## config.mk

```make
export PLATFORM = sky130hd
export DESIGN_NAME = uart_mmio
export DESIGN_NICKNAME = d
export VERILOG_FILES = /design/src/rtl/uart_mmio_pkg.sv /design/src/rtl/sync_fifo.sv /design/src/rtl/uart_mmio.sv
export SDC_FILE = /design/constraint.sdc
export NUM_CORES = 1
export LEC_CHECK = 0
export CORE_UTILIZATION = 45
export CTS_BUF_LIST = sky130_fd_sc_hd__clkbuf_4
export DETAILED_ROUTE_END_ITERATION = 8
export PLACE_DENSITY = 0.73
export SLEW_MARGIN = 0
export SYNTH_ARGS = -nofsm -noshare
export SYNTH_HDL_FRONTEND = slang
export SYNTH_SLANG_ARGS = --single-unit
```

## constraint.sdc

```tcl
create_clock -name clk -period 4.27 [get_ports clk]
set_input_delay 0.6405 -clock clk [delete_from_list [all_inputs] [get_ports clk]]
set_output_delay 0.6405 -clock clk [all_outputs]
set_load 0.01 [all_outputs]
```

## src/rtl/uart_mmio_pkg.sv

```systemverilog
// Shared definitions for the memory-mapped UART transmitter: register offsets,
// STATUS field positions and serializer states.
package uart_mmio_pkg;

    // Word offsets, compared against mem_addr[3:2].
    localparam logic [1:0] REG_TXDATA  = 2'd0;
    localparam logic [1:0] REG_STATUS  = 2'd1;
    localparam logic [1:0] REG_BAUDDIV = 2'd2;

    localparam int unsigned STATUS_BUSY      = 0;
    localparam int unsigned STATUS_FULL      = 1;
    localparam int unsigned STATUS_EMPTY     = 2;
    localparam int unsigned STATUS_OVERRUN   = 3;
    localparam int unsigned STATUS_COUNT_LSB = 8;

    typedef enum logic [1:0] {
        ST_IDLE,
        ST_START,
        ST_DATA,
        ST_STOP
    } tx_state_e;

endpackage

```

## src/rtl/sync_fifo.sv

```systemverilog
// Single-clock FIFO with first-word-fall-through output and synchronous flush.
// A push is refused when full, judged before any same-cycle pop.
module sync_fifo #(
    parameter int unsigned WIDTH = 8,
    parameter int unsigned DEPTH = 8
) (
    input  logic                     clk,
    input  logic                     rst,
    input  logic                     push,
    input  logic                     pop,
    input  logic [WIDTH-1:0]         din,
    output logic [WIDTH-1:0]         dout,
    output logic                     full,
    output logic                     empty,
    output logic [$clog2(DEPTH):0]   count
);

    localparam int unsigned AW = $clog2(DEPTH);
    localparam int unsigned CW = AW + 1;

    logic [WIDTH-1:0] mem [DEPTH];
    logic [AW-1:0]    wr_ptr_q, rd_ptr_q;
    logic [CW-1:0]    count_q;
    logic             push_ok, pop_ok;

    assign full    = (count_q == CW'(DEPTH));
    assign empty   = (count_q == '0);
    assign push_ok = push && !full;
    assign pop_ok  = pop && !empty;
    assign dout    = mem[rd_ptr_q];
    assign count   = count_q;

    always_ff @(posedge clk) begin
        if (rst) begin
            wr_ptr_q <= '0;
            rd_ptr_q <= '0;
            count_q  <= '0;
        end else begin
            if (push_ok) wr_ptr_q <= wr_ptr_q + AW'(1);
            if (pop_ok)  rd_ptr_q <= rd_ptr_q + AW'(1);
            case ({push_ok, pop_ok})
                2'b10:   count_q <= count_q + CW'(1);
                2'b01:   count_q <= count_q - CW'(1);
                default: count_q <= count_q;
            endcase
        end
    end

    always_ff @(posedge clk) begin
        if (push_ok) mem[wr_ptr_q] <= din;
    end

endmodule

```

## src/rtl/uart_mmio.sv

```systemverilog
// Memory-mapped 8N1 UART transmitter: register decode, registered read mux,
// TX FIFO and a baud-timed serializer.
module uart_mmio
    import uart_mmio_pkg::*;
#(
    parameter int unsigned FIFO_DEPTH  = 8,
    parameter logic [15:0] DEFAULT_DIV = 16'd434
) (
    input  logic        clk,
    input  logic        rst,
    input  logic        sel,
    input  logic [31:0] mem_addr,
    input  logic [31:0] mem_wdata,
    input  logic [3:0]  mem_wstrb,
    input  logic        mem_rstrb,
    output logic [31:0] mem_rdata,
    output logic        uart_tx,
    output logic        tx_idle
);

    localparam int unsigned CW = $clog2(FIFO_DEPTH) + 1;

    logic [1:0]    reg_sel;
    logic          wr_en, rd_en;
    logic          fifo_push, fifo_pop, fifo_full, fifo_empty;
    logic [7:0]    fifo_dout;
    logic [CW-1:0] fifo_count;

    logic [15:0]   baud_div_q, baud_div_d, div_merged;
    logic          overrun_q, overrun_d;
    logic [31:0]   rdata_q, rdata_d, status;

    tx_state_e     state_q, state_d;
    logic [7:0]    shift_q, shift_d;
    logic [2:0]    bit_idx_q, bit_idx_d;
    logic [15:0]   baud_cnt_q, baud_cnt_d;
    logic          tx_q, tx_d;
    logic          bit_done, start_frame;

    logic          unused_bits;
    assign unused_bits = ^{mem_addr[31:4], mem_addr[1:0], mem_wdata[31:16], mem_wstrb[3:2]};

    assign reg_sel   = mem_addr[3:2];
    assign wr_en     = sel && (mem_wstrb != 4'b0000);
    assign rd_en     = sel && mem_rstrb;
    assign fifo_push = wr_en && (reg_sel == REG_TXDATA) && mem_wstrb[0];

    sync_fifo #(
        .WIDTH (8),
        .DEPTH (FIFO_DEPTH)
    ) u_fifo (
        .clk   (clk),
        .rst   (rst),
        .push  (fifo_push),
        .pop   (fifo_pop),
        .din   (mem_wdata[7:0]),
        .dout  (fifo_dout),
        .full  (fifo_full),
        .empty (fifo_empty),
        .count (fifo_count)
    );

    always_comb begin
        div_merged = baud_div_q;
        if (mem_wstrb[0]) div_merged[7:0]  = mem_wdata[7:0];
        if (mem_wstrb[1]) div_merged[15:8] = mem_wdata[15:8];
        baud_div_d = baud_div_q;
        if (wr_en && (reg_sel == REG_BAUDDIV)) begin
            baud_div_d = (div_merged == 16'd0) ? 16'd1 : div_merged;
        end

        overrun_d = overrun_q;
        if (fifo_push && fifo_full) begin
            overrun_d = 1'b1;
        end else if (wr_en && (reg_sel == REG_STATUS) && mem_wstrb[0]
                     && mem_wdata[STATUS_OVERRUN]) begin
            overrun_d = 1'b0;
        end
    end

    always_comb begin
        status                        = '0;
        status[STATUS_BUSY]           = (state_q != ST_IDLE);
        status[STATUS_FULL]           = fifo_full;
        status[STATUS_EMPTY]          = fifo_empty;
        status[STATUS_OVERRUN]        = overrun_q;
        status[STATUS_COUNT_LSB +: 4] = 4'(fifo_count);

        rdata_d = rdata_q;
        if (rd_en) begin
            case (reg_sel)
                REG_STATUS:  rdata_d = status;
                REG_BAUDDIV: rdata_d = {16'd0, baud_div_q};
                default:     rdata_d = 32'd0;
            endcase
        end
    end

    assign bit_done = (baud_cnt_q == 16'd0);

    always_comb begin
        state_d     = state_q;
        shift_d     = shift_q;
        bit_idx_d   = bit_idx_q;
        baud_cnt_d  = baud_cnt_q;
        tx_d        = tx_q;
        fifo_pop    = 1'b0;
        start_frame = 1'b0;

        unique case (state_q)
            ST_IDLE: start_frame = !fifo_empty;
            ST_START: begin
                if (bit_done) begin
                    state_d    = ST_DATA;
                    tx_d       = shift_q[0];
                    bit_idx_d  = 3'd0;
                    baud_cnt_d = baud_div_q - 16'd1;
                end else begin
                    baud_cnt_d = baud_cnt_q - 16'd1;
                end
            end
            ST_DATA: begin
                if (bit_done) begin
                    baud_cnt_d = baud_div_q - 16'd1;
                    if (bit_idx_q == 3'd7) begin
                        state_d = ST_STOP;
                        tx_d    = 1'b1;
                    end else begin
                        bit_idx_d = bit_idx_q + 3'd1;
                        shift_d   = shift_q >> 1;
                        tx_d      = shift_q[1];
                    end
                end else begin
                    baud_cnt_d = baud_cnt_q - 16'd1;
                end
            end
            ST_STOP: begin
                if (bit_done) begin
                    // End of stop bit behaves as IDLE so queued frames follow with no gap.
                    state_d     = ST_IDLE;
                    start_frame = !fifo_empty;
                end else begin
                    baud_cnt_d = baud_cnt_q - 16'd1;
                end
            end
            default: state_d = ST_IDLE;
        endcase

        if (start_frame) begin
            fifo_pop   = 1'b1;
            shift_d    = fifo_dout;
            baud_cnt_d = baud_div_q - 16'd1;
            tx_d       = 1'b0;
            state_d    = ST_START;
        end
    end

    always_ff @(posedge clk) begin
        if (rst) begin
            baud_div_q <= DEFAULT_DIV;
            overrun_q  <= 1'b0;
            rdata_q    <= 32'd0;
            state_q    <= ST_IDLE;
            shift_q    <= 8'd0;
            bit_idx_q  <= 3'd0;
            baud_cnt_q <= 16'd0;
            tx_q       <= 1'b1;
        end else begin
            baud_div_q <= baud_div_d;
            overrun_q  <= overrun_d;
            rdata_q    <= rdata_d;
            state_q    <= state_d;
            shift_q    <= shift_d;
            bit_idx_q  <= bit_idx_d;
            baud_cnt_q <= baud_cnt_d;
            tx_q       <= tx_d;
        end
    end

    assign mem_rdata = rdata_q;
    assign uart_tx   = tx_q;
    assign tx_idle   = (state_q == ST_IDLE) && fifo_empty;

endmodule

```

==> results.json, run 1 <==
{
  "setup_viol": 0,
  "power.leakage_nw": 2.609,
  "gp_congestion": 0.9157,
  "synth_seq_cells": 140,
  "dpl.hpwl_mm": 10.49,
  "worstMarginPinSlew_ns": 1.264,
  "period_share_pct": 82.40,
  "grt_pass1_wl_mm": 24.69,
  "cts_setup_buffers": 0,
  "coreArea_sq_um": 14590,
  "ioPinCount": 106,
  "arrival_ns": 4.01,
  "drv_slew": 0,
  "maxSlewHeadroom_pct": 15.73,
  "fin_crit_ns": 3.519,
  "vias": 5118,
  "grt_start_max_net_pins": 45,
  "finalHoldViolations": 0,
  "ys_async_sr_fraction_pct": 0,
  "worstSetupStartpointType": "register",
  "via_per_inst": 5.796,
  "post_synth_num_cell_types": 62,
  "initial_utilization_pct": 46.13,
  "cp_max_fo": 18,
  "fmax_ghz": 0.2842,
  "clock_path_buffers": 2,
  "final_common_cell": "dfxtp_1",
  "root_buffer": "clkbuf_4",
  "grt_pass1_vias": 4986,
  "grtUsageTotal_pct": 19.93,
  "required_ns": 4.76,
  "synth_area_sq_um": 6730,
  "clkTransAtPathRegs_ns": 0.12,
  "final_cell_area_sq_um": 7522,
  "min_path_type": "reg -> reg",
  "tritoncts": "yes",
  "max_cap_viol_count": 0,
  "regToRegEndpoint": "u_fifo.count[2]",
  "die_h_microns": 124.3,
  "drc": 0,
  "power_density_nw_per_um2": 589.0,
  "antenna_left": 0,
  "cts.htree.levels": 4,
  "routed_wl_mm": 15.20,
  "yosysSeqAreaShare_pct": 51.16,
  "path_class": "reg -> reg",
  "antenna_found_initial": 1,
  "rsz0062_at_grt": "false",
  "postCtsHoldBufs": 0,
  "layout.cells.non_filler": 883,
  "cts_buffers": 17,
  "final_cell_mix": "76 x dfxtp_1, 73 x nand2_1, 64 x edfxtp_1, 46 x nor2_1, 42 x clkdlybuf4s50_1",
  "drt_first_pass_iters": 5,
  "postSynthAreaPerCell_sq_um": 10.40,
  "routedWlPerCell_microns": 17.21,
  "ys_warn_count": 0,
  "reg2reg_from": "baud_cnt_q[10]",
  "crit_path_end_kind": "register",
  "drive_gt1_share_pct": 9.885,
  "syn_inst": 647,
  "die_w_microns": 124.3,
  "drt_iter0_markers": 424,
  "fin_worst_skew_ns": 0.01561,
  "setup_tns_ns": 0,
  "worstRegToRegCells": 12,
  "grt_overflow_total": 0,
  "ir_worst_vdd_v": 0.0003807,
  "die_area_sq_um": 15450,
  "syn2layout_area_growth_pct": 11.77,
  "fin_util_pct": 51.56,
  "place_area_sq_um": 7269,
  "crit_end": "u_fifo.count[2]",
  "dpl.cell_count": 850,
  "reg2reg_slack_ns": 0.75,
  "status": "complete, no violations",
  "clk_latency_ns": 0.56,
  "synth-edff-count": 64,
  "total_power_mw": 4.431,
  "timing.critical_path.from": "baud_cnt_q[10]",
  "cts_resized": 0,
  "cts.sinks": 140,
  "rows": 44,
  "nets": 777,
  "ys.flop_type": "dfxtp_1",
  "portBuffers": 43
}
-- state kept, by name, indices dropped and copies added, names as in the netlist, named ones only --
register and flops:
u_fifo.mem 64, baud_cnt_q 16, baud_div_q 16, mem_rdata 16, shift_q 8, u_fifo.count 4, bit_idx_q 3, u_fifo.rd_ptr_q 3
u_fifo.wr_ptr_q 3, state_q 2, overrun_q 1, uart_tx 1
-- kinds of logic (layout without fill, tap and decap cells) --
family	Yosys count	in the layout	share of synthesized area (%)
other	1	17	0.05572
buffers and inverters	65	101	4.685
multiplexers	25	25	6.711
flip-flops	140	140	51.16
adder cells (fa/ha/maj)	20	20	3.718
AND/OR/NAND/NOR	237	237	17.62
XOR/XNOR	20	20	2.603
AO/OA/AOI/OAI	139	139	13.44
-- per-layer routing --
metal  up-vias  part of all wire [%]  wire length [microns]  track usage, %
met5         -                     0                      0               0
met3        17                   4.7                    714           3.222
met2       157                    48                   7322           32.30
li1       2430                     -                      -               -
met1      2514                    46                   6922           26.39
met4         0                   1.6                    238           8.575
-- cell usage after synthesis (all sizes together) (8+ instances only) --
library cell / number / share of area, %
dfxtp: 76 / 23
nand2: 74 / 4.2
edfxtp: 64 / 29
nor2: 46 / 2.6
a21oi: 40 / 3.0
o21ai: 30 / 2.2
clkbuf: 27 / 1.5
buf: 24 / 2.4
nand3: 22 / 1.6
ha: 20 / 3.7
nor3: 20 / 1.5
mux4: 16 / 5.4
a211oi: 14 / 1.6
a22oi: 14 / 1.6
inv: 14 / 0.78
nor4: 13 / 1.3
xor2: 12 / 1.6
nor2b: 11 / 1.0
mux2i: 8 / 1.2
xnor2: 8 / 1.0
-- where the power goes --
part	internal, mW	switching (mW)	total (mW)	leakage, nW
registers	1.53	0.179	1.71	1.19
clock network	0.283	0.493	0.777	0.125
logic	0.794	1.15	1.94	1.29
-- final cells by class --
cell class              count  area [sq um]
fillers                  1229          7067
inverters                  14         52.55
diodes                      1         2.502
flip-flops and latches    140          3443
multi-input cells         457          3028
repair buffers             55         515.5
clock inverters            15         122.6
clock buffers              17         127.6
well taps                 184         230.2
-- metrics by stage --
stage               worst slack, ns  hold WS [ns]
finish                       0.7514        0.4601
CTS                          0.7784        0.4634
global placement             0.8608        0.4426
detailed placement           0.7502        0.4463
global route                 0.4942        0.4892
floorplan                     1.339        0.4429
-- worst min path at each step --
stage / slack, ns / cells past startpoint / end / startpoint
after detailed placement: 0.45 / 2 / mem_rdata[15] / mem_rdata[15]
after CTS: 0.46 / 2 / mem_rdata[15] / mem_rdata[15]
after floorplan: 0.44 / 2 / shift_q[7] / shift_q[7]
after global routing: 0.49 / 2 / mem_rdata[15] / mem_rdata[15]
after global placement: 0.44 / 2 / mem_rdata[7] / mem_rdata[7]
final: 0.46 / 2 / mem_rdata[15] / mem_rdata[15]
-- worst max-delay path: stages, from the launching register on --
cell and delay (ns):
dfxtp_1 0.38, or4_4 0.57, and4bb_1 0.47, a21o_4 0.21, nand2_2 0.24, inv_2 0.26, ha_1 0.32, xor2_1 0.18
ha_1 0.16, a21oi_1 0.05, xor2_1 0.17, or3_1 0.32, a21oi_1 0.14
Note: power is estimated with default switching activity, not from simulation.
==> run 2, diff against run 1 <==
- PLACE_DENSITY: 0.73 -> 0.75
- clock period: 4.27 -> 2.8 ns (I/O delays scaled with it)
==> run 2 against run 1 <==
Power increased by 63%. Maximum frequency up 28%. Hold slack got worse by 0.093 ns. Sequential power is 49% higher. Largest cell class unchanged.
==> results.json, run 2 (synthesis results as in run 1) <==
{
  "status": "complete, no violations",
  "setup_tns_ns": 0,
  "cts_buffers": 17,
  "cts.htree.levels": 4,
  "fmax_ghz": 0.3628,
  "combinationalPowerShare_pct": 47.8,
  "multi_input_area_sq_um": 3062,
  "min_path_type": "in -> reg",
  "grt_pass1_wl_mm": 24.76,
  "drt_first_pass_iters": 5,
  "final_cell_area_sq_um": 7866,
  "rsz0062_at_grt": "true",
  "ir_worst_vdd_v": 0.0005761,
  "power.leakage_nw": 2.817,
  "largest_register": "u_fifo.mem",
  "initial_utilization_pct": 46.13,
  "regToRegEndpoint": "u_fifo.count[2]",
  "cp_max_fo": 5,
  "grt_start_max_net_pins": 34,
  "portBuffers": 43,
  "dpl.hpwl_mm": 10.88,
  "p_int_mw": 4.284,
  "dpl.cell_count": 879,
  "worstSetupStartpointType": "register",
  "max_cap_viol_count": 0,
  "coreArea_sq_um": 14590,
  "drive_gt1_share_pct": 15.90,
  "gp_congestion": 0.8638,
  "vias": 5262,
  "antenna_left": 0,
  "seqCellArea_sq_um": 3446,
  "final_cell_mix": "74 x dfxtp_1, 73 x nand2_1, 64 x edfxtp_1, 50 x buf_4, 46 x nor2_1",
  "reg2reg_slack_ns": 0.04,
  "postCtsHoldBufs": 0,
  "clock_path_buffers": 2,
  "slowest_stage": "or4_4",
  "final_common_cell": "dfxtp_1",
  "drt_iter0_markers": 436,
  "layout.cells.non_filler": 921,
  "die_h_microns": 124.3,
  "path_class": "reg -> reg",
  "crit_path_end_kind": "register",
  "routedWlPerCell_microns": 16.44,
  "fin_worst_skew_ns": 0.01779,
  "drv_slew": 0,
  "fin_ws_ns": 0.04348,
  "die_w_microns": 124.3,
  "root_buffer": "clkbuf_4",
  "routed_wl_mm": 15.14,
  "place_area_sq_um": 7507,
  "worstMarginPinSlew_ns": 0.6072,
  "crit_end": "u_fifo.count[2]",
  "arrival_ns": 3.23,
  "max_stage_delay_ns": 0.56,
  "required_ns": 3.27,
  "tritoncts": "yes",
  "rows": 44,
  "setup_viol": 0,
  "nets": 815,
  "pwr-share-seq_pct": 35.1,
  "finalHoldViolations": 0,
  "die_area_sq_um": 15450,
  "via_per_inst": 5.713,
  "critical_path.cell_chain": "or4_4 -> and4bb_2 -> a21o_4 -> nand2_4 -> inv_4 -> ha_4 -> xor2_2 -> ha_2 -> a21oi_2 -> xor2_1 -> or3_1 -> a21oi_1",
  "drc": 0,
  "swShare_pct": 40.78,
  "grt_overflow_total": 0,
  "timing.critical_path.from": "baud_cnt_q[11]",
  "fill_cells": 1223,
  "p_sw_mw": 2.950,
  "cts.sinks": 140,
  "power_density_nw_per_um2": 919.7,
  "clkTransAtPathRegs_ns": 0.14,
  "antenna_found_initial": 1,
  "maxSlewHeadroom_pct": 59.46,
  "largest_reg_flops": 64,
  "ioPinCount": 106,
  "syn2layout_area_growth_pct": 16.88,
  "cp_top_family": "simple AND/OR/NAND/NOR gates",
  "clkPwrFrac_pct": 17.1,
  "grt_pass1_vias": 5034,
  "path_depth": 12,
  "period_share_pct": 98.45,
  "worstRegToRegCells": 12,
  "reg2reg_from": "baud_cnt_q[11]",
  "hold_ws_ns": 0.3675,
  "grtUsageTotal_pct": 19.91,
  "clk_latency_ns": 0.53,
  "crit_buf_inv": 1,
  "dp_worst_setup_slack_ns": 0.004106,
  "fin_crit_ns": 2.757
}
[run 2: cell types whose count changed in the layout (fill, tap and decap cells not counted), sizes merged]
| cell | before | now |
|---|---|---|
| buf | 13 | 51 |
| bufinv | 1 | 0 |
| clkinv | 7 | 3 |
| clkinvlp | 5 | 2 |
| inv | 16 | 24 |
[run 2: worst min path at each step]
stage                  from       endpoint  cells past startpoint
6_report                rst  baud_cnt_q[6]                      2
4_1_cts                 rst  baud_cnt_q[6]                      2
5_1_grt                 rst  baud_cnt_q[5]                      2
3_3_place_gp   mem_rdata[7]   mem_rdata[7]                      2
2_1_floorplan    shift_q[7]     shift_q[7]                      2
3_5_place_dp   mem_rdata[5]   mem_rdata[5]                      2
[run 2: per-layer routing]
metal	GRT usage [%]	share of wire, %
met1	25.69	43
met2	33.34	49
met3	3.866	6.4
met4	6.875	1.8
met5	0	0
[run 2: worst register-to-register path, cell delays in order (launching register included)]
cell,delay (ns)
dfxtp_2,0.35
or4_4,0.56
and4bb_2,0.36
a21o_4,0.16
nand2_4,0.06
inv_4,0.08
ha_4,0.17
xor2_2,0.15
ha_2,0.21
a21oi_2,0.04
xor2_1,0.16
or3_1,0.31
a21oi_1,0.12
[run 2: area by class of cell]
cell class                 count  area share [%]
antenna                        1         0.03181
clock buffer                  17           1.622
clock inverter                15           1.813
inverter                      14          0.6999
multi-input combinational    457           38.92
sequential                   140           43.80
tap                          184           2.927
timing repair buffer          93           10.18
[run 2: stage by stage]
step                power (mW)  utilization [%]
global route             7.725            53.92
finish                   7.234            53.92
CTS                      7.035            53.31
detailed placement       5.795            51.46
global placement         5.681            51.46
floorplan                4.852                -
[run 2: power by group through the flow]
stage	Clock [mW]	Combinational (mW)	Sequential, mW
finish	1.24	3.46	2.54
global route	1.36	3.80	2.56
CTS	1.26	3.24	2.53
detailed placement	0	3.22	2.58
global placement	0	3.12	2.56
floorplan	0	2.33	2.52
[run 2: repair_timing]
item,CTS,global route
setup endpoints to repair,0,2
buffers inserted,0,9
gates resized for setup,0,7
==> run 3, diff against run 2 <==
- clock period: 2.8 -> 2.45 ns (I/O delays scaled with it)
==> run 3 against run 2 <==
The run now ends with setup timing left. Non-clock buffer count rose by 23. Clock power rose by 31%. Via count rose by 2.0%. First-iteration DRC count fell by 2.1%. Power rose by 24%. Flip-flop and latch count did not move. Global-route usage rose by 1.6 points. Hold slack got worse by 0.20 ns. Sequential share of layout area fell by 1.6 points. Cell area rose by 3.9%. Critical path type unchanged. Highest routed layer unchanged.
==> results.json, run 3 (synthesis results as in run 1) <==
{
  "place_area_sq_um": 7715,
  "max_cap_viol_count": 0,
  "crit_buf_inv": 1,
  "ioPinCount": 106,
  "drc": 0,
  "nets": 838,
  "reg2reg_from": "baud_cnt_q[13]",
  "routedWlPerCell_microns": 17.30,
  "max_stage_delay_ns": 0.53,
  "gp_congestion": 0.9055,
  "hold_ws_ns": 0.1688,
  "cp_max_fo": 2,
  "cts.htree.levels": 4,
  "largest_register": "u_fifo.mem",
  "die_h_microns": 124.3,
  "fin_crit_ns": 2.778,
  "final_common_cell": "nand2_1",
  "antenna_found_initial": 1,
  "rows": 44,
  "grt_start_max_net_pins": 64,
  "final_cell_area_sq_um": 8173,
  "via_per_inst": 5.686,
  "die_w_microns": 124.3,
  "cts_buffers": 17,
  "clkTransAtPathRegs_ns": 0.13,
  "largest_reg_flops": 64,
  "total_power_mw": 8.973,
  "cts.sinks": 140,
  "grtUsageTotal_pct": 21.52,
  "coreArea_sq_um": 14590,
  "power_density_nw_per_um2": 1098,
  "grt_pass1_vias": 5172,
  "slowest_stage": "or4_4",
  "cp_top_family": "simple AND/OR/NAND/NOR gates",
  "drive_gt1_share_pct": 19.37,
  "portBuffers": 43,
  "timing.critical_path.from": "baud_cnt_q[13]",
  "setup_viol": 2,
  "min_from": "rst",
  "ir_worst_vdd_v": 0.0006125,
  "rsz0062_at_grt": "true",
  "drv_slew": 0,
  "maxSlewHeadroom_pct": 66.80,
  "arrival_ns": 3.28,
  "syn2layout_area_growth_pct": 21.44,
  "path_class": "reg -> reg",
  "power.leakage_nw": 2.977,
  "clock_path_buffers": 2,
  "crit_path_end_kind": "register",
  "antenna_left": 0,
  "fin_ws_ns": -0.3285,
  "required_ns": 2.95,
  "worstSetupStartpointType": "register",
  "grt_pass1_wl_mm": 26.32,
  "initial_utilization_pct": 46.13,
  "fin_worst_skew_ns": 0.01679,
  "root_buffer": "clkbuf_4",
  "finalHoldViolations": 0,
  "setup_tns_ns": -0.6127,
  "critical_path.cell_chain": "or4_4 -> and4bb_1 -> a21o_4 -> nand2_8 -> inv_8 -> ha_4 -> xor2_1 -> ha_2 -> a21oi_2 -> xor2_1 -> or3_1 -> a21oi_2",
  "clk_latency_ns": 0.57,
  "drt_iter0_markers": 427,
  "period_share_pct": 113.4,
  "worstMarginPinSlew_ns": 0.4968,
  "vias": 5368,
  "fmax_ghz": 0.3599,
  "violations": "setup timing",
  "dpl.hpwl_mm": 11.38,
  "routed_wl_mm": 16.33,
  "tritoncts": "yes",
  "status": "complete, but fails checks",
  "die_area_sq_um": 15450,
  "grt_overflow_total": 0,
  "min_path_type": "in -> reg",
  "drt_first_pass_iters": 5,
  "final_cell_mix": "73 x nand2_1, 72 x dfxtp_1, 69 x buf_4, 64 x edfxtp_1, 46 x nor2_1"
}
run 3: repair_timing:
action,in CTS,in global routing
setup endpoints to repair,4,15
pin swaps,8,7
buffers inserted,5,5
gates resized for setup,15,7
hold buffers,0,0
run 3: worst reg2reg max path, delay by kind of cell (launching register included):
kind / cells / cell delay (ns)
buffers and inverters: 1 / 0.08
DFF: 1 / 0.35
and+or+nand+nor: 4 / 1.27
adders and majority gates: 2 / 0.34
AOI/OAI and AO/OA: 3 / 0.35
xor gates and xnor gates: 2 / 0.32
run 3: stage by stage:
step | util, % | setup WS [ns] | std cells
global route | 56.02 | -0.4001 | 944
detailed placement | 52.88 | -0.4194 | 903
floorplan | - | -0.2790 | 662
global placement | 52.88 | -0.1627 | 903
finish | 56.02 | -0.3285 | 944
CTS | 55.61 | -0.3046 | 939
run 3: cell type report:
class	count	area [sq um]
fill	1178	6416
sequential	140	3448
multi-input combinational	457	3120
timing repair buffer	116	996.0
tap	184	230.2
clock inverter	15	187.7
clock buffer	17	127.6
inverter	14	60.06
antenna	1	2.502
run 3: path summary, 6_finish.rpt:
kind / endpoint / slack, ns / cells after the start
max: u_fifo.count[2] / -0.33 / 12
max reg2reg: u_fifo.count[2] / -0.33 / 12
min reg2reg: mem_rdata[13] / 0.46 / 2
min: baud_cnt_q[3] / 0.17 / 2
run 3: power by group:
part	switching, mW	internal, mW	total (mW)
Clock	0.902	0.728	1.63
Sequential	0.217	2.68	2.89
Combinational	2.39	2.06	4.45
Total	3.51	5.46	8.97
run 3: layer usage:
| metal | vias up | GRT usage [%] | part of all wire (%) |
|---|---|---|---|
| met5 | - | 0 | 0 |
| met4 | 0 | 7.371 | 1.6 |
| met3 | 19 | 4.467 | 4.8 |
| met2 | 174 | 36.30 | 50 |
| met1 | 2615 | 27.37 | 44 |
| li1 | 2560 | - | - |
